===== src/rtl/segre_pkg.sv =====
// Shared types and constants for the segre core.
// Store-buffer entry layout and byte-mask helpers live here too.
package segre_pkg;

    localparam int ADDR_SIZE      = 32;
    localparam int NUM_SB_ENTRIES = 4;

    typedef enum logic [1:0] {
        BYTE = 2'b00,
        HALF = 2'b01,
        WORD = 2'b10
    } memop_data_type_e;

    typedef struct packed {
        logic [ADDR_SIZE-1:0] addr;
        logic [31:0]          data;
        memop_data_type_e     data_type;
        logic [3:0]           mask;
    } sb_entry_t;

    localparam int SB_ENTRY_BITS = $bits(sb_entry_t);

    function automatic logic [3:0] sb_byte_mask(
        input logic [1:0]       off,
        input memop_data_type_e t
    );
        logic [3:0] m;
        case (t)
            BYTE:    m = 4'b0001 << off;
            HALF:    m = 4'b0011 << off;
            default: m = 4'b1111;
        endcase
        return m;
    endfunction

    function automatic logic [31:0] sb_data_mask(input memop_data_type_e t);
        logic [31:0] m;
        case (t)
            BYTE:    m = 32'h0000_00ff;
            HALF:    m = 32'h0000_ffff;
            default: m = 32'hffff_ffff;
        endcase
        return m;
    endfunction

endpackage


===== src/rtl/segre_store_buffer.sv =====
// Store buffer: circular FIFO of committed stores with load lookup.
// Define SEGRE_SB_FORWARD_EN to forward data; otherwise any overlap stalls.
module segre_store_buffer
    import segre_pkg::*;
#(
    parameter int NUM_ENTRIES = NUM_SB_ENTRIES,
    parameter int ADDR_W      = ADDR_SIZE
) (
    input  logic              clk_i,
    input  logic              rst_i,
    input  logic              store_valid_i,
    input  logic [ADDR_W-1:0] store_addr_i,
    input  logic [31:0]       store_data_i,
    input  logic [1:0]        store_type_i,
    output logic              full_o,
    output logic              empty_o,
    input  logic              load_valid_i,
    input  logic [ADDR_W-1:0] load_addr_i,
    input  logic [1:0]        load_type_i,
    output logic              load_hit_o,
    output logic [31:0]       load_data_o,
    output logic              load_conflict_o,
    output logic              drain_valid_o,
    output logic [ADDR_W-1:0] drain_addr_o,
    output logic [31:0]       drain_data_o,
    output logic [1:0]        drain_type_o,
    input  logic              drain_ready_i
);

    localparam int PTR_W = $clog2(NUM_ENTRIES);
    localparam int CNT_W = PTR_W + 1;

    sb_entry_t                entries_q [NUM_ENTRIES];
    sb_entry_t                entries_d [NUM_ENTRIES];
    logic [NUM_ENTRIES-1:0]   valid_q, valid_d;
    logic [PTR_W-1:0]         head_q, head_d;
    logic [PTR_W-1:0]         tail_q, tail_d;
    logic [CNT_W-1:0]         count_q, count_d;

    logic                     push;
    logic                     pop;
    memop_data_type_e         st_type;
    memop_data_type_e         ld_type;
    sb_entry_t                head_e;

    assign st_type = memop_data_type_e'(store_type_i);
    assign ld_type = memop_data_type_e'(load_type_i);

    assign full_o  = (count_q == CNT_W'(NUM_ENTRIES));
    assign empty_o = (count_q == '0);

    // A full buffer rejects a push even when a pop frees a slot this cycle.
    assign push = store_valid_i && !full_o;
    assign pop  = !empty_o && drain_ready_i;

    always_comb begin
        entries_d = entries_q;
        valid_d   = valid_q;
        head_d    = head_q;
        tail_d    = tail_q;
        count_d   = count_q;
        if (push) begin
            entries_d[tail_q].addr      = ADDR_SIZE'(store_addr_i);
            entries_d[tail_q].data      = store_data_i;
            entries_d[tail_q].data_type = st_type;
            entries_d[tail_q].mask      = sb_byte_mask(store_addr_i[1:0], st_type);
            valid_d[tail_q]             = 1'b1;
            tail_d                      = tail_q + 1'b1;
        end
        if (pop) begin
            valid_d[head_q] = 1'b0;
            head_d          = head_q + 1'b1;
        end
        case ({push, pop})
            2'b10:   count_d = count_q + 1'b1;
            2'b01:   count_d = count_q - 1'b1;
            default: count_d = count_q;
        endcase
    end

    always_ff @(posedge clk_i) begin
        if (rst_i) begin
            for (int i = 0; i < NUM_ENTRIES; i++) begin
                entries_q[i] <= '0;
            end
            valid_q <= '0;
            head_q  <= '0;
            tail_q  <= '0;
            count_q <= '0;
        end else begin
            for (int i = 0; i < NUM_ENTRIES; i++) begin
                entries_q[i] <= entries_d[i];
            end
            valid_q <= valid_d;
            head_q  <= head_d;
            tail_q  <= tail_d;
            count_q <= count_d;
        end
    end

    assign head_e        = entries_q[head_q];
    assign drain_valid_o = !empty_o;
    assign drain_addr_o  = drain_valid_o ? head_e.addr[ADDR_W-1:0] : '0;
    assign drain_data_o  = drain_valid_o ? head_e.data : '0;
    assign drain_type_o  = drain_valid_o ? head_e.data_type : 2'b00;

    logic [3:0]       ld_mask;
    logic             match;
    logic [PTR_W-1:0] idx;
`ifdef SEGRE_SB_FORWARD_EN
    logic [PTR_W-1:0] sel;
    sb_entry_t        sel_e;
    logic [1:0]       shift;
    logic             subset;
`endif

    assign ld_mask = sb_byte_mask(load_addr_i[1:0], ld_type);

    // Walk oldest to youngest; the last match seen is the youngest.
    always_comb begin
        match = 1'b0;
        idx   = '0;
`ifdef SEGRE_SB_FORWARD_EN
        sel   = '0;
`endif
        for (int k = 0; k < NUM_ENTRIES; k++) begin
            idx = head_q + PTR_W'(k);
            if (valid_q[idx] &&
                entries_q[idx].addr[ADDR_W-1:2] == load_addr_i[ADDR_W-1:2] &&
                |(entries_q[idx].mask & ld_mask)) begin
                match = 1'b1;
`ifdef SEGRE_SB_FORWARD_EN
                sel   = idx;
`endif
            end
        end
    end

`ifdef SEGRE_SB_FORWARD_EN
    assign sel_e  = entries_q[sel];
    assign shift  = load_addr_i[1:0] - sel_e.addr[1:0];
    assign subset = ((ld_mask & ~sel_e.mask) == 4'b0000);

    always_comb begin
        load_hit_o      = load_valid_i && match && subset;
        load_conflict_o = load_valid_i && match && !subset;
        load_data_o     = '0;
        if (load_hit_o) begin
            load_data_o = (sel_e.data >> {shift, 3'b000}) & sb_data_mask(ld_type);
        end
    end
`else
    assign load_hit_o      = 1'b0;
    assign load_data_o     = '0;
    assign load_conflict_o = load_valid_i && match;
`endif

endmodule

===== config.mk =====
export PLATFORM = sky130hd
export DESIGN_NAME = segre_store_buffer
export DESIGN_NICKNAME = d
export VERILOG_FILES = /design/src/rtl/segre_pkg.sv /design/src/rtl/segre_store_buffer.sv
export SDC_FILE = /design/constraint.sdc
export NUM_CORES = 1
export LEC_CHECK = 0
export BUFFER_PORTS_ARGS = -buffer_cell sky130_fd_sc_hd__clkbuf_2
export CAP_MARGIN = 20
export CORE_ASPECT_RATIO = 1.4
export CORE_MARGIN = 3
export CORE_UTILIZATION = 55
export DETAILED_ROUTE_END_ITERATION = 7
export GPL_TIMING_DRIVEN = 0
export PLACE_DENSITY = 0.77
export REMOVE_ABC_BUFFERS = 1
export SLEW_MARGIN = 30
export SYNTH_ARGS = -nofsm -noshare
export SYNTH_HDL_FRONTEND = slang
export SYNTH_SLANG_ARGS = --single-unit

===== constraint.sdc =====
create_clock -name clk_i -period 5.15 [get_ports clk_i]
set_input_delay 0.2575 -clock clk_i [delete_from_list [all_inputs] [get_ports clk_i]]
set_output_delay 0.2575 -clock clk_i [all_outputs]
set_load 0.005 [all_outputs]

### Word level (Yosys, flattened, before mapping)

Cells that the tools add are included.

* register bits after elaboration: 291
* input port bits: 105
* output and inout bits: 103

* $add $sub $neg: 6
* magnitude comparators: 13
* equal/unequal tests: 9
* shift operators: 4
* mux-type cells: 49
* bitwise operators: 12
* reductions and logical operators: 24

Operator list (number)
* bitwise mux 280 bit: 4
* two-way mux 70 bit: 9
* binary-select mux 70 bit (select 2 bit): 4
* demux 70 bit (select 2 bit): 4
* == test 30 bit: 4
* two-way mux 32 bit: 2
* two-way mux 38 bit: 1
* AND 4 bit: 5
* two-way mux 4 bit: 4
* one-hot mux 4 bit (2 select lines): 2
* OR reduction 4 bit: 4
* >= comparator 3 bit (second input constant): 5
* less-than comparator 2 x 3 -> 1 bit (second input constant): 5
* NOT 2 -> 3 bit: 5
* logical AND 1 bit: 14
* two-way mux 1 bit: 10
* binary-select mux 1 bit (select 2 bit): 4
* left shift 1 x 2 -> 4 bit (first input constant): 2
* left shift 2 x 2 -> 4 bit (first input constant): 2
* == test 2 x 1 -> 1 bit (second input constant): 3
* two-way mux 6 bit: 1
* one-hot mux 3 bit (2 select lines): 1
* adder 2 x 1 -> 2 bit (second input constant): 2
* adder 2 bit (second input constant): 2
* 14 further kinds: 18

### Longest topological paths before layout

* word-level depth: 12
* mapped depth: 16
* gate-level depth less buffers: 10

### Worst setup path after synthesis

No wires, ideal clock.

* path type: register to output
* from: reg head_q[1]
* to: out load_conflict_o
* arrival time: 3.495 ns
* required time: 4.893 ns
* setup slack: 1.397 ns
* stages on the path, launching flop included: 16
* path buffers: 7
* path through: dfxtp_1 buf_2 inv_1 clkbuf_1 buf_1 buf_1 ha_1 buf_2 buf_2 clkbuf_1 mux4_2 xnor2_1 nand4_1 nor4_1 a32o_1 a221o_1

* word-level cells in the longest chain between the ends: 12
* elaborated cells between the ends (all ways): 52

RTL lines
* from (decl): RTL line segre_store_buffer.sv:36 `logic [PTR_W-1:0] head_q, head_d;`
* from (signal assigned): RTL line segre_store_buffer.sv:87 `head_q <= '0;`
* from (signal assigned): RTL line segre_store_buffer.sv:95 `head_q <= head_d;`
* adder 2 x 1 -> 2 bit or NOT 2 -> 3 bit (tied branches): RTL line segre_store_buffer.sv:127, segre_store_buffer.sv:129, segre_store_buffer.sv:130
* NOT 2 -> 3 bit (not written as such) or binary-select mux 70 bit (select 2 bit) (tied branches): RTL line segre_store_buffer.sv:129, segre_store_buffer.sv:130
* binary-select mux 70 bit (select 2 bit) or two-way mux 70 bit (tied branches): RTL line segre_store_buffer.sv:129, segre_store_buffer.sv:130
* two-way mux 70 bit (not written as such): RTL line segre_store_buffer.sv:130 `|(entries_q[idx].mask & ld_mask)) begin`
* two-way mux 70 bit (not written as such) (tied with other cells): RTL line segre_store_buffer.sv:130
* == test 30 bit (tied with other cells): RTL line segre_store_buffer.sv:129 `entries_q[idx].addr[ADDR_W-1:2] == load_addr_i[ADDR_W-1:2] &&`
* logical AND 1 bit (tied with other cells): RTL line segre_store_buffer.sv:128 `if (valid_q[idx] &&`
* logical AND 1 bit or two-way mux 1 bit (tied branches): RTL line segre_store_buffer.sv:129, segre_store_buffer.sv:128
* two-way mux 1 bit (2 in a row): RTL line segre_store_buffer.sv:128
* two-way mux 1 bit (*): RTL line segre_store_buffer.sv:128
* logical AND 1 bit (*): RTL line segre_store_buffer.sv:155 `assign load_conflict_o = load_valid_i && match;`
* to (decl): RTL line segre_store_buffer.sv:22 `output logic load_conflict_o,`

Mark *: on every way between the ends. The rest lies on a longest branch, timed or not. The select of a mux whose other input is x is not followed.

### Final worst setup path

* from: reg head_q[0]
* to: out load_conflict_o

* elaborated cells between the ends (all ways): 52

RTL lines
* adder 2 bit (*): RTL line segre_store_buffer.sv:127 `idx = head_q + PTR_W'(k);`
* named net idx[0]: RTL line segre_store_buffer.sv:109 `logic [PTR_W-1:0] idx;`
* NOT 2 -> 3 bit (not written as such): RTL line segre_store_buffer.sv:129, segre_store_buffer.sv:130
* binary-select mux 70 bit (select 2 bit): RTL line segre_store_buffer.sv:129, segre_store_buffer.sv:130
* two-way mux 70 bit (not written as such): RTL line segre_store_buffer.sv:130
* two-way mux 70 bit (not written as such): RTL line segre_store_buffer.sv:129
* == test 30 bit or AND 4 bit (tied branches): RTL line segre_store_buffer.sv:129, segre_store_buffer.sv:130
* logical AND 1 bit or OR reduction 4 bit (tied branches): RTL line segre_store_buffer.sv:128, segre_store_buffer.sv:130
* logical AND 1 bit (*): RTL line segre_store_buffer.sv:129
* two-way mux 1 bit (*): RTL line segre_store_buffer.sv:128
* logical AND 1 bit (*): RTL line segre_store_buffer.sv:155

The timed path passes the listed nets; every way through them passes the cells marked *. The select of a mux whose other input is x is not followed.

==> summary.md <==
| Metric | Value |
|---|---|
| Final Hold Fails | `0` |
| Cts bufs inserted | `28` |
| Clk Latency, worst-skew pair | `580 ps` |
| Cell Area, Synth | `16770 sq um` |
| Clock transition at path regs | `60 ps` |
| Tot GR Track Use | `0.3113` |
| Core Rows | `75` |
| Layout Nets | `2301` |
| Number of flops mapped to enable cells by yosys | `0` |
| Finish-stage setup viols | `0` |
| Clock Root Buffer | `clkbuf_16` |
| Clk sinks | `291` |
| Worst-Margin Slew | `750.9 ps` |
| DR DRC count | `0` |
| Mean Syn Cell Area | `8.092 sq um` |
| Vias in the first global route | `15310` |
| Avg WL per Cell | `20.55 microns` |
| First-pass GRT wire length | `82030 microns` |
| Skew final | `15.22 ps` |
| Met2 GRT Util | `0.5544` |
| Most frequent cells in the layout | `nand2_1, a21oi_1, dfxtp_1` |
| Ys Warns | `0` |
| Cells after synthesis | `2072` |
| Htree depth | `1` |
| Max-Slew Margin vs Limit | `0.4988` |
| Layout cells sized above 1 | `0.1620` |
| Final wirelength | `53240 microns` |
| TritonCTS clock tree | `yes` |
| Num ports | `208` |
| Slew Limit Fails | `0` |
| CP Class | `flop to output port` |
| Area post-placement | `17690 sq um` |
| Worst path arrival time | `4770 ps` |
| Die X | `153.6 microns` |
| DPL Wire Length | `35160 microns` |
| Gr busiest metal | `met2` |
| RSZ-0062 raised after global routing | `no` |
| Largest net degree at the start of global routing | `111` |
| Worst hold path type | `input pin to flop` |
| Most common cell after layout, fill and taps aside | `nand2_1` |
| Static Leakage | `7.047 nW` |
| Total of max-cap violations | `0` |
| Min Clock Period, post-route | `5030 ps` |
| Setup crit start kind | `flop` |
| Max VDD drop | `0.2757 mV` |
| Vias/cell | `6.108` |
| Pwr Density | `407.5 nW/um^2` |
| Synthesis-stage register bit count | `291` |
| Die area | `32640 sq um` |
| Fraction of registers with async set/reset | `0` |
| PortBufs | `174` |
| Die Y | `212.6 microns` |
| WP data required | `4890 ps` |
| GPL Wtd Cong | `0.9677` |
| CTS Buffer Depth | `3` |
| End-of-flow core utilization | `0.6423` |
| GRT overflow | `0` |
| Fmax | `0.1988 GHz` |
| Crit Path Max Fanout | `40` |
| Via count | `15830` |
| Outcome | `finished, final reports clean` |
| Sequential share of the synthesized area | `0.3475` |
| Initial DRT Pass Iterations | `8` |
| Initial DRC Count | `1411` |
| Critical Path Sink Type | `output port` |
| M3 GR Usage | `0.04846` |
| Main synth FF type | `dfxtp_1` |
| Final period utilization | `0.9766` |
| Final instance area | `19290 sq um` |
| Count of cell types in the netlist | `69` |
| Area growth, synth to finish | `15.03%` |
| Antenna violations before repair | `5` |
| Initial Util | `0.5583` |
| Core outline area | `30030 sq um` |
| Post-route ant nets | `0` |
| Grt met1 use | `0.3626` |
-- metal layers --
metal,share of wire,vias up
met3,0.075,178
li1,-,7264
met4,0.051,6
met2,0.50,769
met1,0.37,7610
met5,0.00064,-
-- worst max-delay path, stage by stage (launching register included) --
cell,delay [ps]
dfxtp_4,590
buf_16,320
buf_16,300
clkinv_2,240
ha_4,470
buf_12,250
mux2i_1,250
xnor2_1,240
nand2_1,80
or4_1,520
nor4_1,340
a32o_1,250
a221o_1,210
clkbuf_2,130
-- cell usage after synthesis (7+ instances only) --
| master | count | share of area |
|---|---|---|
| o21ai_0 | 30 | 0.0090 |
| xor2_1 | 37 | 0.019 |
| inv_1 | 23 | 0.0051 |
| nand4_1 | 16 | 0.0060 |
| dfxtp_1 | 291 | 0.35 |
| nor2_1 | 93 | 0.021 |
| mux2i_1 | 102 | 0.061 |
| a22oi_1 | 7 | 0.0031 |
| buf_2 | 19 | 0.0057 |
| mux2_2 | 24 | 0.016 |
| mux4_2 | 68 | 0.091 |
| buf_1 | 12 | 0.0027 |
| buf_12 | 7 | 0.0084 |
| and3_1 | 16 | 0.0060 |
| nand3_1 | 7 | 0.0021 |
| a221oi_1 | 8 | 0.0042 |
| a21oi_1 | 293 | 0.087 |
| nor4_1 | 14 | 0.0052 |
| o221ai_1 | 7 | 0.0037 |
| clkbuf_1 | 126 | 0.028 |
| o211ai_1 | 11 | 0.0049 |
| nand2_1 | 603 | 0.13 |
| a211oi_1 | 25 | 0.011 |
| buf_4 | 36 | 0.016 |
| ha_1 | 9 | 0.0067 |
| and2_1 | 48 | 0.018 |
| xnor2_1 | 54 | 0.028 |
-- where the power goes --
part	leakage [nW]	switching (mW)	internal, mW
Combinational	4.23	1.82	1.26
Sequential	2.36	0.195	2.45
Clock	0.451	0.923	1.21
-- flip-flops by register name (all words and copies together) (netlist names) --
name,cells
count_q,3
tail_q,2
entries_q,280
valid_q,4
head_q,2
-- logic make-up after synthesis --
group	Yosys count	synth area share
other	1	0.0002237
DFF	291	0.3475
muxes	202	0.1784
AOI/OAI and AO/OA	423	0.1449
buffers and inverters	232	0.07082
adders and majority gates	10	0.007911
xor gates and xnor gates	91	0.04754
and+or+nand+nor	822	0.2027
-- cell type report --
cell class                 instances  area [sq um]
sequential                       291          5833
clock inverter                    10         146.4
tap                              385         481.7
fill                            2559         10740
clock buffer                      38         778.2
inverter                          25         102.6
timing repair buffer             259          2004
antenna                            2         5.005
multi-input combinational       1581          9935
-- metrics by stage --
stage | setup slack, ps | hold slack (ps) | power, mW | instances | setup TNS (ps)
after CTS | 154.8 | 11.59 | 7.843 | 2589 | 0
after detailed placement | -191.9 | 444.0 | 5.666 | 2475 | -191.9
after global placement | -10870 | 438.4 | 5.453 | 2456 | -300790
after floorplan | -6492 | 326.6 | 4.766 | 1897 | -136730
final | 120.3 | 31.26 | 7.859 | 2591 | 0
after global routing | 19.45 | 46.40 | 8.187 | 2591 | 0
-- path summary, 6_finish.rpt --
path,slack (ps),depth (start not counted),end,start
hold reg to reg,450,2,entries_q[100]$_SDFFE_PP0P_,entries_q[100]$_SDFFE_PP0P_
setup / recovery,120,13,load_conflict_o,head_q[0]$_SDFFE_PP0P_
hold / removal,30,3,entries_q[75]$_SDFFE_PP0P_,store_type_i[1]
setup reg to reg,2530,7,entries_q[1]$_SDFFE_PP0P_,count_q[0]$_SDFFE_PP0P_
-- what timing repair did --
| action | in CTS | in global routing |
|---|---|---|
| hold buffers | 65 | 0 |
| setup endpoints to repair | 1 | 1 |
| buffers inserted | 1 | 0 |
| gates cloned | 0 | 0 |
| hold endpoints to repair | 260 | 0 |
| pin swaps | 1 | 0 |
| resized for setup | 3 | 1 |
Power figures use the tool's default switching activity.
